## config.mk

```make
export PLATFORM = sky130hd
export DESIGN_NAME = src_req_arbiter_flat
export DESIGN_NICKNAME = d
export VERILOG_FILES = /design/src/rtl/src_req_arbiter_if.sv /design/src/rtl/src_req_arbiter.sv /design/src/flat_wrapper.sv
export SDC_FILE = /design/constraint.sdc
export NUM_CORES = 1
export LEC_CHECK = 0
export CAP_MARGIN = 15
export CORE_AREA = 10 10 151 153
export CTS_CLUSTER_DIAMETER = 30
export DETAILED_ROUTE_END_ITERATION = 16
export DIE_AREA = 0 0 161 163
export PLACE_DENSITY = 0.75
export SLEW_MARGIN = 20
export SYNTH_ARGS = -nofsm -noshare
export SYNTH_HDL_FRONTEND = slang
export SYNTH_SLANG_ARGS = --single-unit
export TNS_END_PERCENT = 1
```

## constraint.sdc

```tcl
create_clock -name i_clk_src -period 2.1 [get_ports i_clk_src]
set_input_delay 0.42 -clock i_clk_src [delete_from_list [all_inputs] [get_ports i_clk_src]]
set_output_delay 0.42 -clock i_clk_src [all_outputs]
set_load 0.005 [all_outputs]
```

## src/rtl/src_req_arbiter_if.sv

```systemverilog
// Bus bundle between the source-side requesters, the arbiter and the bridge slave port.
// The slave modport is the arbiter's view. The master modport is the environment's view.
interface src_req_arbiter_if #(
    parameter int NUM_REQ    = 4,
    parameter int ADDR_WIDTH = 32,
    parameter int DATA_WIDTH = 32
);
    // requester side
    logic [NUM_REQ-1:0]            i_req_valid;
    logic [NUM_REQ-1:0]            i_req_rd0_wr1;
    logic [NUM_REQ*ADDR_WIDTH-1:0] i_req_addr;
    logic [NUM_REQ*DATA_WIDTH-1:0] i_req_wr_data;
    logic [NUM_REQ-1:0]            o_req_ready;
    logic [NUM_REQ-1:0]            o_rsp_valid;
    logic [DATA_WIDTH-1:0]         o_rsp_data;
    // downstream bridge port
    logic                          o_valid;
    logic                          o_rd0_wr1;
    logic [ADDR_WIDTH-1:0]         o_addr;
    logic [DATA_WIDTH-1:0]         o_wr_data;
    logic                          i_ready;
    logic [DATA_WIDTH-1:0]         i_rd_data;
    logic                          i_rd_valid;
    // sleep handshake and status
    logic                          i_arb_sleep_req;
    logic                          o_arb_sleep_ack;
    logic                          o_rsp_orphan;

    modport slave (
        input  i_req_valid, i_req_rd0_wr1, i_req_addr, i_req_wr_data,
        output o_req_ready, o_rsp_valid, o_rsp_data,
        output o_valid, o_rd0_wr1, o_addr, o_wr_data,
        input  i_ready, i_rd_data, i_rd_valid,
        input  i_arb_sleep_req,
        output o_arb_sleep_ack, o_rsp_orphan
    );

    modport master (
        output i_req_valid, i_req_rd0_wr1, i_req_addr, i_req_wr_data,
        input  o_req_ready, o_rsp_valid, o_rsp_data,
        input  o_valid, o_rd0_wr1, o_addr, o_wr_data,
        output i_ready, i_rd_data, i_rd_valid,
        output i_arb_sleep_req,
        input  o_arb_sleep_ack, o_rsp_orphan
    );
endinterface

```

## src/rtl/src_req_arbiter.sv

```systemverilog
// Round-robin arbiter in front of the bridge source-side slave port.
// Outstanding reads are recorded in an in-order tag FIFO, so that returned read data
// is steered back to the requester that issued the read.
//
// state | meaning
// IDLE  | arbitrate: register the next eligible requester from the rr pointer
// GRANT | present the granted requester downstream until i_ready
// DRAIN | sleep requested: no new grants, wait for outstanding reads to return
// SLEEP | acknowledge sleep, no grants until the request drops
module src_req_arbiter #(
    parameter int NUM_REQ    = 4,
    parameter int ADDR_WIDTH = 32,
    parameter int DATA_WIDTH = 32,
    parameter int TAG_DEPTH  = 4
) (
    input  logic               i_clk_src,
    input  logic               i_rst_src,
    src_req_arbiter_if.slave   bus
);
    localparam int IDX_W = (NUM_REQ > 1) ? $clog2(NUM_REQ) : 1;
    localparam int PTR_W = (TAG_DEPTH > 1) ? $clog2(TAG_DEPTH) : 1;
    localparam int CNT_W = PTR_W + 1;

    typedef enum logic [1:0] {
        ST_IDLE  = 2'd0,
        ST_GRANT = 2'd1,
        ST_DRAIN = 2'd2,
        ST_SLEEP = 2'd3
    } state_t;

    state_t               state_q, state_d;
    logic [IDX_W-1:0]     grant_q, grant_d;
    logic [IDX_W-1:0]     rr_q, rr_d;

    logic [IDX_W-1:0]     tag_mem_q [TAG_DEPTH];
    logic [PTR_W-1:0]     wr_ptr_q, rd_ptr_q;
    logic [CNT_W-1:0]     count_q;

    logic [NUM_REQ-1:0]   rsp_valid_q;
    logic [DATA_WIDTH-1:0] rsp_data_q;
    logic                 orphan_q;

    logic [NUM_REQ-1:0]   eligible;
    logic                 pick_found;
    logic [IDX_W-1:0]     pick_idx;
    logic [IDX_W-1:0]     cand;
    logic                 in_grant;
    logic                 sel_rd0_wr1;
    logic                 handshake;
    logic                 push;
    logic                 pop;
    logic                 tags_full;
    logic [NUM_REQ-1:0]   ready_vec;

    assign in_grant    = (state_q == ST_GRANT);
    assign sel_rd0_wr1 = bus.i_req_rd0_wr1[grant_q];
    assign handshake   = in_grant && bus.i_ready;
    assign push        = handshake && !sel_rd0_wr1;
    assign pop         = bus.i_rd_valid && (count_q != '0);
    assign tags_full   = (count_q >= CNT_W'(TAG_DEPTH));

    // A read is only eligible while it can still get a tag. A write is always eligible.
    always_comb begin
        eligible = '0;
        for (int k = 0; k < NUM_REQ; k++) begin
            eligible[k] = bus.i_req_valid[k] && (bus.i_req_rd0_wr1[k] || !tags_full);
        end
    end

    // Round-robin scan: the first eligible requester at or above the rr pointer, with wrap-around.
    always_comb begin
        pick_found = 1'b0;
        pick_idx   = '0;
        cand       = '0;
        for (int i = 0; i < NUM_REQ; i++) begin
            cand = IDX_W'((int'(rr_q) + i) % NUM_REQ);
            if (!pick_found && eligible[cand]) begin
                pick_found = 1'b1;
                pick_idx   = cand;
            end
        end
    end

    // Next-state logic. A sleep request never aborts a grant that has already been issued.
    always_comb begin
        state_d = state_q;
        grant_d = grant_q;
        rr_d    = rr_q;
        case (state_q)
            ST_IDLE: begin
                if (bus.i_arb_sleep_req) begin
                    state_d = ST_DRAIN;
                end else if (pick_found) begin
                    grant_d = pick_idx;
                    state_d = ST_GRANT;
                end
            end
            ST_GRANT: begin
                if (handshake) begin
                    rr_d    = (grant_q == IDX_W'(NUM_REQ - 1)) ? '0 : grant_q + IDX_W'(1);
                    state_d = bus.i_arb_sleep_req ? ST_DRAIN : ST_IDLE;
                end
            end
            ST_DRAIN: begin
                if (!bus.i_arb_sleep_req) begin
                    state_d = ST_IDLE;
                end else if (count_q == '0) begin
                    state_d = ST_SLEEP;
                end
            end
            ST_SLEEP: begin
                if (!bus.i_arb_sleep_req) begin
                    state_d = ST_IDLE;
                end
            end
            default: state_d = ST_IDLE;
        endcase
    end

    // Arbitration state registers.
    always_ff @(posedge i_clk_src or posedge i_rst_src) begin
        if (i_rst_src) begin
            state_q <= ST_IDLE;
            grant_q <= '0;
            rr_q    <= '0;
        end else begin
            state_q <= state_d;
            grant_q <= grant_d;
            rr_q    <= rr_d;
        end
    end

    // In-order tag FIFO of read issuers. A push and a pop in the same cycle leave the count unchanged.
    always_ff @(posedge i_clk_src or posedge i_rst_src) begin
        if (i_rst_src) begin
            for (int i = 0; i < TAG_DEPTH; i++) begin
                tag_mem_q[i] <= '0;
            end
            wr_ptr_q <= '0;
            rd_ptr_q <= '0;
            count_q  <= '0;
        end else begin
            if (push) begin
                tag_mem_q[wr_ptr_q] <= grant_q;
                wr_ptr_q            <= wr_ptr_q + PTR_W'(1);
            end
            if (pop) begin
                rd_ptr_q <= rd_ptr_q + PTR_W'(1);
            end
            case ({push, pop})
                2'b10:   count_q <= count_q + CNT_W'(1);
                2'b01:   count_q <= count_q - CNT_W'(1);
                default: count_q <= count_q;
            endcase
        end
    end

    // Registered response routing. The data register holds its value between responses.
    always_ff @(posedge i_clk_src or posedge i_rst_src) begin
        if (i_rst_src) begin
            rsp_valid_q <= '0;
            rsp_data_q  <= '0;
            orphan_q    <= 1'b0;
        end else begin
            rsp_valid_q <= pop ? (NUM_REQ'(1) << tag_mem_q[rd_ptr_q]) : '0;
            if (pop) begin
                rsp_data_q <= bus.i_rd_data;
            end
            orphan_q <= bus.i_rd_valid && (count_q == '0);
        end
    end

    // Only the granted requester sees the downstream ready.
    always_comb begin
        ready_vec = '0;
        for (int k = 0; k < NUM_REQ; k++) begin
            ready_vec[k] = handshake && (grant_q == IDX_W'(k));
        end
    end

    assign bus.o_req_ready     = ready_vec;
    assign bus.o_rsp_valid     = rsp_valid_q;
    assign bus.o_rsp_data      = rsp_data_q;
    assign bus.o_valid         = in_grant;
    assign bus.o_rd0_wr1       = in_grant && sel_rd0_wr1;
    assign bus.o_addr          = in_grant ? bus.i_req_addr[int'(grant_q)*ADDR_WIDTH +: ADDR_WIDTH] : '0;
    assign bus.o_wr_data       = in_grant ? bus.i_req_wr_data[int'(grant_q)*DATA_WIDTH +: DATA_WIDTH] : '0;
    assign bus.o_arb_sleep_ack = (state_q == ST_SLEEP);
    assign bus.o_rsp_orphan    = orphan_q;
endmodule

```

## src/flat_wrapper.sv

```systemverilog
// flat-port wrapper written by rule: the top's interface ports become plain ports
module src_req_arbiter_flat 
#(
    parameter int NUM_REQ    = 4,
    parameter int ADDR_WIDTH = 32,
    parameter int DATA_WIDTH = 32,
    parameter int TAG_DEPTH  = 4
)
  (i_clk_src, i_rst_src, bus_i_req_valid, bus_i_req_rd0_wr1, bus_i_req_addr, bus_i_req_wr_data, bus_o_req_ready, bus_o_rsp_valid, bus_o_rsp_data, bus_o_valid, bus_o_rd0_wr1, bus_o_addr, bus_o_wr_data, bus_i_ready, bus_i_rd_data, bus_i_rd_valid, bus_i_arb_sleep_req, bus_o_arb_sleep_ack, bus_o_rsp_orphan);
  src_req_arbiter_if #(.NUM_REQ(NUM_REQ), .ADDR_WIDTH(ADDR_WIDTH), .DATA_WIDTH(DATA_WIDTH)) bus_i ();
  input  logic i_clk_src;
  input  logic i_rst_src;
  input wire logic [$bits(bus_i.i_req_valid)-1:0] bus_i_req_valid;
  input wire logic [$bits(bus_i.i_req_rd0_wr1)-1:0] bus_i_req_rd0_wr1;
  input wire logic [$bits(bus_i.i_req_addr)-1:0] bus_i_req_addr;
  input wire logic [$bits(bus_i.i_req_wr_data)-1:0] bus_i_req_wr_data;
  output wire logic [$bits(bus_i.o_req_ready)-1:0] bus_o_req_ready;
  output wire logic [$bits(bus_i.o_rsp_valid)-1:0] bus_o_rsp_valid;
  output wire logic [$bits(bus_i.o_rsp_data)-1:0] bus_o_rsp_data;
  output wire logic [$bits(bus_i.o_valid)-1:0] bus_o_valid;
  output wire logic [$bits(bus_i.o_rd0_wr1)-1:0] bus_o_rd0_wr1;
  output wire logic [$bits(bus_i.o_addr)-1:0] bus_o_addr;
  output wire logic [$bits(bus_i.o_wr_data)-1:0] bus_o_wr_data;
  input wire logic [$bits(bus_i.i_ready)-1:0] bus_i_ready;
  input wire logic [$bits(bus_i.i_rd_data)-1:0] bus_i_rd_data;
  input wire logic [$bits(bus_i.i_rd_valid)-1:0] bus_i_rd_valid;
  input wire logic [$bits(bus_i.i_arb_sleep_req)-1:0] bus_i_arb_sleep_req;
  output wire logic [$bits(bus_i.o_arb_sleep_ack)-1:0] bus_o_arb_sleep_ack;
  output wire logic [$bits(bus_i.o_rsp_orphan)-1:0] bus_o_rsp_orphan;
  assign bus_i.i_req_valid = bus_i_req_valid;
  assign bus_i.i_req_rd0_wr1 = bus_i_req_rd0_wr1;
  assign bus_i.i_req_addr = bus_i_req_addr;
  assign bus_i.i_req_wr_data = bus_i_req_wr_data;
  assign bus_o_req_ready = bus_i.o_req_ready;
  assign bus_o_rsp_valid = bus_i.o_rsp_valid;
  assign bus_o_rsp_data = bus_i.o_rsp_data;
  assign bus_o_valid = bus_i.o_valid;
  assign bus_o_rd0_wr1 = bus_i.o_rd0_wr1;
  assign bus_o_addr = bus_i.o_addr;
  assign bus_o_wr_data = bus_i.o_wr_data;
  assign bus_i.i_ready = bus_i_ready;
  assign bus_i.i_rd_data = bus_i_rd_data;
  assign bus_i.i_rd_valid = bus_i_rd_valid;
  assign bus_i.i_arb_sleep_req = bus_i_arb_sleep_req;
  assign bus_o_arb_sleep_ack = bus_i.o_arb_sleep_ack;
  assign bus_o_rsp_orphan = bus_i.o_rsp_orphan;
  src_req_arbiter #(.NUM_REQ(NUM_REQ), .ADDR_WIDTH(ADDR_WIDTH), .DATA_WIDTH(DATA_WIDTH), .TAG_DEPTH(TAG_DEPTH)) u_core (.i_clk_src(i_clk_src), .i_rst_src(i_rst_src), .bus(bus_i));
endmodule
```

==> results.sh, run 1 <==
export IMPL_portBuffers=408
export IMPL_synth_edf_count=0
export IMPL_hold_viol=0
export IMPL_dpl_worst_slack_ns=-0.4260
export IMPL_syn_inst=430
export IMPL_pin_count=409
export IMPL_ys_top_cells_by_area="mux4_2 32%, dfrtp_1 31%, and2_1 9.4%"
export IMPL_final_period_utilization_pct=117.2
export IMPL_drc=0
export IMPL_worst_pin_slew_ns=0.4277
export IMPL_cts_num_sinks=58
export IMPL_instances_no_fill=1166
export IMPL_failed_checks="negative setup slack"
export IMPL_drive_gt1_share_pct=34.15
export IMPL_areaGrowthSynthToFinish_pct=116.5
export IMPL_end_kind="output port"
export IMPL_core_area_sq_um=19910
export IMPL_synth_avg_cell_area_sq_um=11.00
export IMPL_synthesis_area_sq_um=4728
export IMPL_drtIter0Drc=346
export IMPL_drv_cap=0
export IMPL_synth_area_leader_cell="mux4_2"
export IMPL_placed_cells=1124
export IMPL_critical_path_required_ns=1.68
export IMPL_period_minus_slack_ns=2.460
export IMPL_htreeDepth=3
export IMPL_fp_row_count=52
export IMPL_syn_nets=741
export IMPL_synthFlopType="dfrtp_1"
export IMPL_post_drt_wl_per_cell_microns=24.50
export IMPL_fin_ws_ns=-0.3604
export IMPL_finalMaxSlewViolations=0
export IMPL_grt_overflow=0
export IMPL_vias=5337
export IMPL_ir_drop_v=0.0004946
export IMPL_worst_path_max_fanout=8
export IMPL_yosysTopAreaCellShare_pct=31.91
export IMPL_p_total_w=0.01036
export IMPL_power_density_nw_per_um2=1012
export IMPL_cts_tree="done"
export IMPL_hp_class="input pin to asynchronous set/reset pin"
export IMPL_status="complete, but fails checks"
export IMPL_clk_latency_ns=0.32
export IMPL_place_gp_congestion=0.9988
export IMPL_fin_skew_ns=0.005403
export IMPL_start_util_pct=23.75
export IMPL_post_dp_hpwl_microns=24130
export IMPL_die_area_sq_um=26240
export IMPL_cts_max_path_buffers=2
export IMPL_clk_pin_slew_worst_paths_ns=0.06
export IMPL_finalSetupTns_ns=-17.76
export IMPL_viasPerCell=4.577
export IMPL_synth_seq_cells=58
export IMPL_antenna_found_initial=0
export IMPL_yosysSeqAreaShare_pct=30.70
export IMPL_rsz0062_at_grt="true"
export IMPL_routed_wl_microns=28570
export IMPL_async_reset_ff_share_pct=100.0
export IMPL_grt_usage_pct=21.01
export IMPL_cts_buffers=9
export IMPL_die_w_microns=161
export IMPL_nNetsFinal=1202
export IMPL_worstSetupPathType="register to output port"
export IMPL_grt_pass1_vias=5726
export IMPL_drt_pre_antenna_iters=4
export IMPL_worstPathArrival_ns=2.04
export IMPL_cts_hold_buf=0
export IMPL_clock_fmax_mhz=406.4
export IMPL_grt_max_degree=44
export IMPL_cts_root_buf="clkbuf_16"
export IMPL_grt_pass1_wl_microns=40610
export IMPL_start_kind="register"
export IMPL_n_antenna_cell=0
export IMPL_slew_headroom_pct=71.49
export IMPL_ant_nets=0
export IMPL_leakage_nw=4.419
export IMPL_yosysWarnings=0
export IMPL_num_fill_cells=1807
export IMPL_setup_viol=79
export IMPL_synth_distinct_cells=42
export IMPL_die_h_microns=163
per-layer routing:
layer | GRT usage, % | vias up | part of all wire [%] | routed length, microns
met5 | 0 | - | 0 | 0
met4 | 3.929 | 0 | 1.1 | 326
met3 | 9.656 | 23 | 13 | 3724
met2 | 33.93 | 271 | 47 | 13360
met1 | 25.41 | 2584 | 39 | 11160
li1 | - | 2459 | - | -
path summary, 6_finish.rpt:
kind | startpoint | to | slack, ns | cells after the start
worst min register to register | u_core.bus.o_rsp_data[0]$_DFFE_PP0P_ | u_core.bus.o_rsp_data[0]$_DFFE_PP0P_ | 0.47 | 2
max in group asynchronous | i_rst_src | u_core.grant_q[0]$_DFFE_PP0P_ | 1.24 | 3
worst max-delay path | u_core.grant_q[0]$_DFFE_PP0P_ | bus_o_wr_data[20] | -0.36 | 6
worst max register to register | u_core.grant_q[0]$_DFFE_PP0P_ | u_core.count_q[2]$_DFFE_PP0P_ | -0.30 | 12
worst min-delay path | i_rst_src | u_core.bus.o_rsp_data[4]$_DFFE_PP0P_ | 0.47 | 3
min in group i_clk_src | u_core.bus.o_rsp_data[0]$_DFFE_PP0P_ | u_core.bus.o_rsp_data[0]$_DFFE_PP0P_ | 0.47 | 2
state kept, by name, summed over array words and instances (netlist names):
| signal | count |
|---|---|
| u_core.state_q | 2 |
| u_core.wr_ptr_q | 2 |
| u_core.bus.o_rsp_orphan | 1 |
| u_core.bus.o_rsp_data | 32 |
| u_core.count_q | 3 |
| u_core.tag_mem_q | 8 |
| u_core.rd_ptr_q | 2 |
| u_core.grant_q | 2 |
| u_core.rr_q | 2 |
| u_core.bus.o_rsp_valid | 4 |
power by group:
part	internal [W]	total [W]	switching, W
clock network	0.00103	0.00154	0.000510
registers	0.00156	0.00185	0.000294
logic	0.00425	0.00696	0.00271
timing repair:
action | CTS | global route
resized for setup | 365 | 47
buffers inserted | 19 | 8
setup endpoints to repair | 81 | 80
cloned | 2 | 0
pin swaps | 48 | 5
cell usage after synthesis (2+ instances only):
cell type and number:
a21oi_1 6, a221o_1 2, a22oi_1 2, and2_1 71
and3_1 5, buf_2 16, buf_6 3, clkbuf_1 15
dfrtp_1 58, ha_1 9, inv_1 15, mux2_1 8
mux2i_1 5, mux4_2 67, nand2_1 103, nor2_1 9
nor3_1 3, o21ai_0 4, o31ai_1 2, xnor2_1 4
xor2_1 2
logic make-up (layout without fill, tap and decap cells):
group	count (synthesis)	after routing	share of synthesized area, %
mux	83	83	35.72
simple gates	197	197	20.24
flops	58	58	30.70
compound gates	26	26	4.552
buf+inv	50	516	4.869
fa+ha+maj	10	10	2.805
xor+xnor	6	6	1.111
final cells by class:
class | count | area, sq um | area share, %
multi-input combinational | 322 | 3237 | 31.63
clock buffer | 9 | 225.2 | 2.200
clock inverter | 7 | 93.84 | 0.9169
sequential | 58 | 1456 | 14.23
timing repair buffer | 484 | 4817 | 47.07
tap | 270 | 337.8 | 3.301
inverter | 16 | 67.56 | 0.6601
worst max-delay path: stages (launching register included):
cell,delay (ns)
dfrtp_4,0.48
buf_12,0.16
buf_8,0.14
buf_6,0.11
mux4_2,0.50
and2_1,0.19
buf_2,0.13
placed cells by master, fill, tap and decap left out, types with 9 or more instances in the layout:
cell and count:
buf_12 12, mux2_4 9, nor2_1 9, and2_4 53
and2_1 18, buf_2 21, inv_1 12, clkbuf_16 9
clkdlybuf4s50_1 338, buf_4 46, buf_6 53, mux4_2 67
dfrtp_1 56, nand2_1 103
metrics by stage:
| stage | area [sq um] | utilization [%] | hold slack (ns) |
|---|---|---|---|
| detailed placement | 9473 | 47.58 | 0.4617 |
| floorplan | 4765 | - | 0.4524 |
| CTS | 10150 | 50.99 | 0.4742 |
| global route | 10230 | 51.41 | 0.4885 |
| finish | 10230 | 51.41 | 0.4723 |
| global placement | 9473 | 47.58 | 0.4575 |
Power figures use the tool's default switching activity.
==> inputs of run 2 (changes only) <==
Settings changed: CORE_AREA 10 10 151 153 to 4 4 158 160, DIE_AREA 0 0 161 163 to 0 0 162 164, PLACE_DENSITY 0.75 to 0.66, REMOVE_ABC_BUFFERS set to 1.
==> run 2 against run 1 <==
Against the previous run:
- the run still ends with negative setup slack left
- sequential power about the same
- via count shrank 1.7%
- clock power grew 5%
- die area grew 1.2%
- critical path depth increased by 1
- combinational power fell by 3.9%
==> results.sh, run 2 (synthesized netlist as in run 1, its figures left out) <==
export IMPL_status="complete, but fails checks"
export IMPL_failed_checks="negative setup slack"
export IMPL_final_cell_mix="338 x clkdlybuf4s50_1, 103 x nand2_1, 67 x mux4_2"
export IMPL_worstSetupPathType="register to output port"
export IMPL_critical_path_required_ns=1.68
export IMPL_worstPathArrival_ns=2.08
export IMPL_n_antenna_cell=0
export IMPL_viasPerCell=4.345
export IMPL_grt_overflow=0
export IMPL_grt_usage_pct=17.09
export IMPL_drive_gt1_share_pct=33.90
export IMPL_final_common_cell="clkdlybuf4s50_1"
export IMPL_post_dp_hpwl_microns=19820
export IMPL_cts_num_sinks=58
export IMPL_leakage_nw=4.405
export IMPL_finalSetupTns_ns=-18.71
export IMPL_portBuffers=408
export IMPL_pin_count=409
export IMPL_drtIter0Drc=251
export IMPL_cts_root_buf="clkbuf_16"
export IMPL_core_area_sq_um=23400
export IMPL_antenna_found_initial=4
export IMPL_grt_max_degree=42
export IMPL_ant_nets=0
export IMPL_path_cells="buf_12, buf_12, buf_6, mux4_2, buf_4, and2_4, buf_6"
export IMPL_clock_fmax_mhz=400.7
export IMPL_setup_viol=79
export IMPL_fin_ws_ns=-0.3957
export IMPL_clk_pin_slew_worst_paths_ns=0.05
export IMPL_drt_pre_antenna_iters=4
export IMPL_areaGrowthSynthToFinish_pct=116.5
export IMPL_ir_drop_v=0.0007733
export IMPL_cts_tree="done"
export IMPL_p_total_w=0.01016
export IMPL_drc=0
export IMPL_post_drt_wl_per_cell_microns=20.08
export IMPL_holdWs_ns=0.4127
export IMPL_grt_pass1_wl_microns=34280
export IMPL_max_stage_delay_ns=0.48
export IMPL_largest_reg_flops=32
export IMPL_cts_hold_buf=0
export IMPL_slew_headroom_pct=65.17
export IMPL_start_kind="register"
export IMPL_place_gp_congestion=0.8783
export IMPL_final_period_utilization_pct=118.8
export IMPL_nNetsFinal=1194
export IMPL_clk_latency_ns=0.32
export IMPL_htreeDepth=3
export IMPL_finalMaxSlewViolations=0
export IMPL_vias=5244
export IMPL_fp_row_count=56
export IMPL_die_area_sq_um=26570
export IMPL_drv_cap=0
export IMPL_rsz0062_at_grt="true"
export IMPL_worst_pin_slew_ns=0.5225
export IMPL_cp_buffers_inverters=5
export IMPL_dpl_worst_slack_ns=-0.4201
export IMPL_fin_skew_ns=0.004413
export IMPL_power_density_nw_per_um2=991.9
export IMPL_die_h_microns=164
export IMPL_start_util_pct=20.20
export IMPL_cts_buffers=9
export IMPL_grt_pass1_vias=5511
export IMPL_worst_path_max_fanout=5
export IMPL_cts_max_path_buffers=2
export IMPL_end_kind="output port"
export IMPL_hold_viol=0
export IMPL_routed_wl_microns=24230
export IMPL_cpMaxStageDelayCell="dfrtp_4"
export IMPL_die_w_microns=162
export IMPL_period_minus_slack_ns=2.496
export IMPL_hp_class="input pin to asynchronous set/reset pin"
export IMPL_cpLargestDelayFamily="buffers and inverters"
-- run 2: cell count changes in the layout (fill, tap and decap cells not counted), sizes merged --
cell,before,now
clkbuf,16,24
clkinv,3,2
bufbuf,1,0
clkinvlp,2,0
buf,136,123
clkdlybuf4s15,1,2
-- run 2: routing by layer --
metal	track usage, %	wire (microns)	up-vias
met1	19.48	8941	2498
met4	3.537	503	8
li1	-	-	2447
met2	30.14	12180	249
met5	0	55	-
met3	7.177	2550	42
-- run 2: layout make-up --
cell class | instances | area (sq um)
clock buffers | 12 | 256.5
clock inverters | 4 | 73.82
fillers | 2275 | 13160
inverters | 16 | 62.56
multi-input cells | 322 | 3251
flip-flops and latches | 58 | 1456
well taps | 319 | 399.1
repair buffers | 476 | 4740
-- run 2: worst paths after layout --
path | from | cells after the start | endpoint | slack (ns)
setup reg to reg | u_core.grant_q[0]$_DFFE_PP0P_ | 13 | u_core.count_q[2]$_DFFE_PP0P_ | -0.37
setup / recovery | u_core.grant_q[0]$_DFFE_PP0P_ | 7 | bus_o_rd0_wr1 | -0.40
max in group asynchronous | i_rst_src | 3 | u_core.bus.o_rsp_data[8]$_DFFE_PP0P_ | 1.12
min in group i_clk_src | u_core.bus.o_rsp_data[15]$_DFFE_PP0P_ | 2 | u_core.bus.o_rsp_data[15]$_DFFE_PP0P_ | 0.47
hold / removal | i_rst_src | 2 | u_core.bus.o_rsp_data[21]$_DFFE_PP0P_ | 0.41
hold reg to reg | u_core.bus.o_rsp_data[15]$_DFFE_PP0P_ | 2 | u_core.bus.o_rsp_data[15]$_DFFE_PP0P_ | 0.47
-- run 2: power by group --
part	switching, W	internal (W)	total [W]
logic	0.00252	0.00416	0.00669
clock network	0.000509	0.00110	0.00161
registers	0.000296	0.00156	0.00186
-- run 2: timing repair --
item | CTS | global route
endpoints found under the setup margin | 81 | 78
pin swaps | 54 | 13
setup buffers | 10 | 2
endpoints found under the hold margin | 0 | 0
gates cloned | 4 | 0
resized for setup | 304 | 72
-- run 2: per-stage QoR --
stage               instances  util [%]  cell area, sq um
floorplan                 396         -              4558
global placement         1175     40.87              9564
detailed placement       1175     40.87              9564
CTS                      1205     43.27             10130
global route             1207     43.75             10240
finish                   1207     43.75             10240
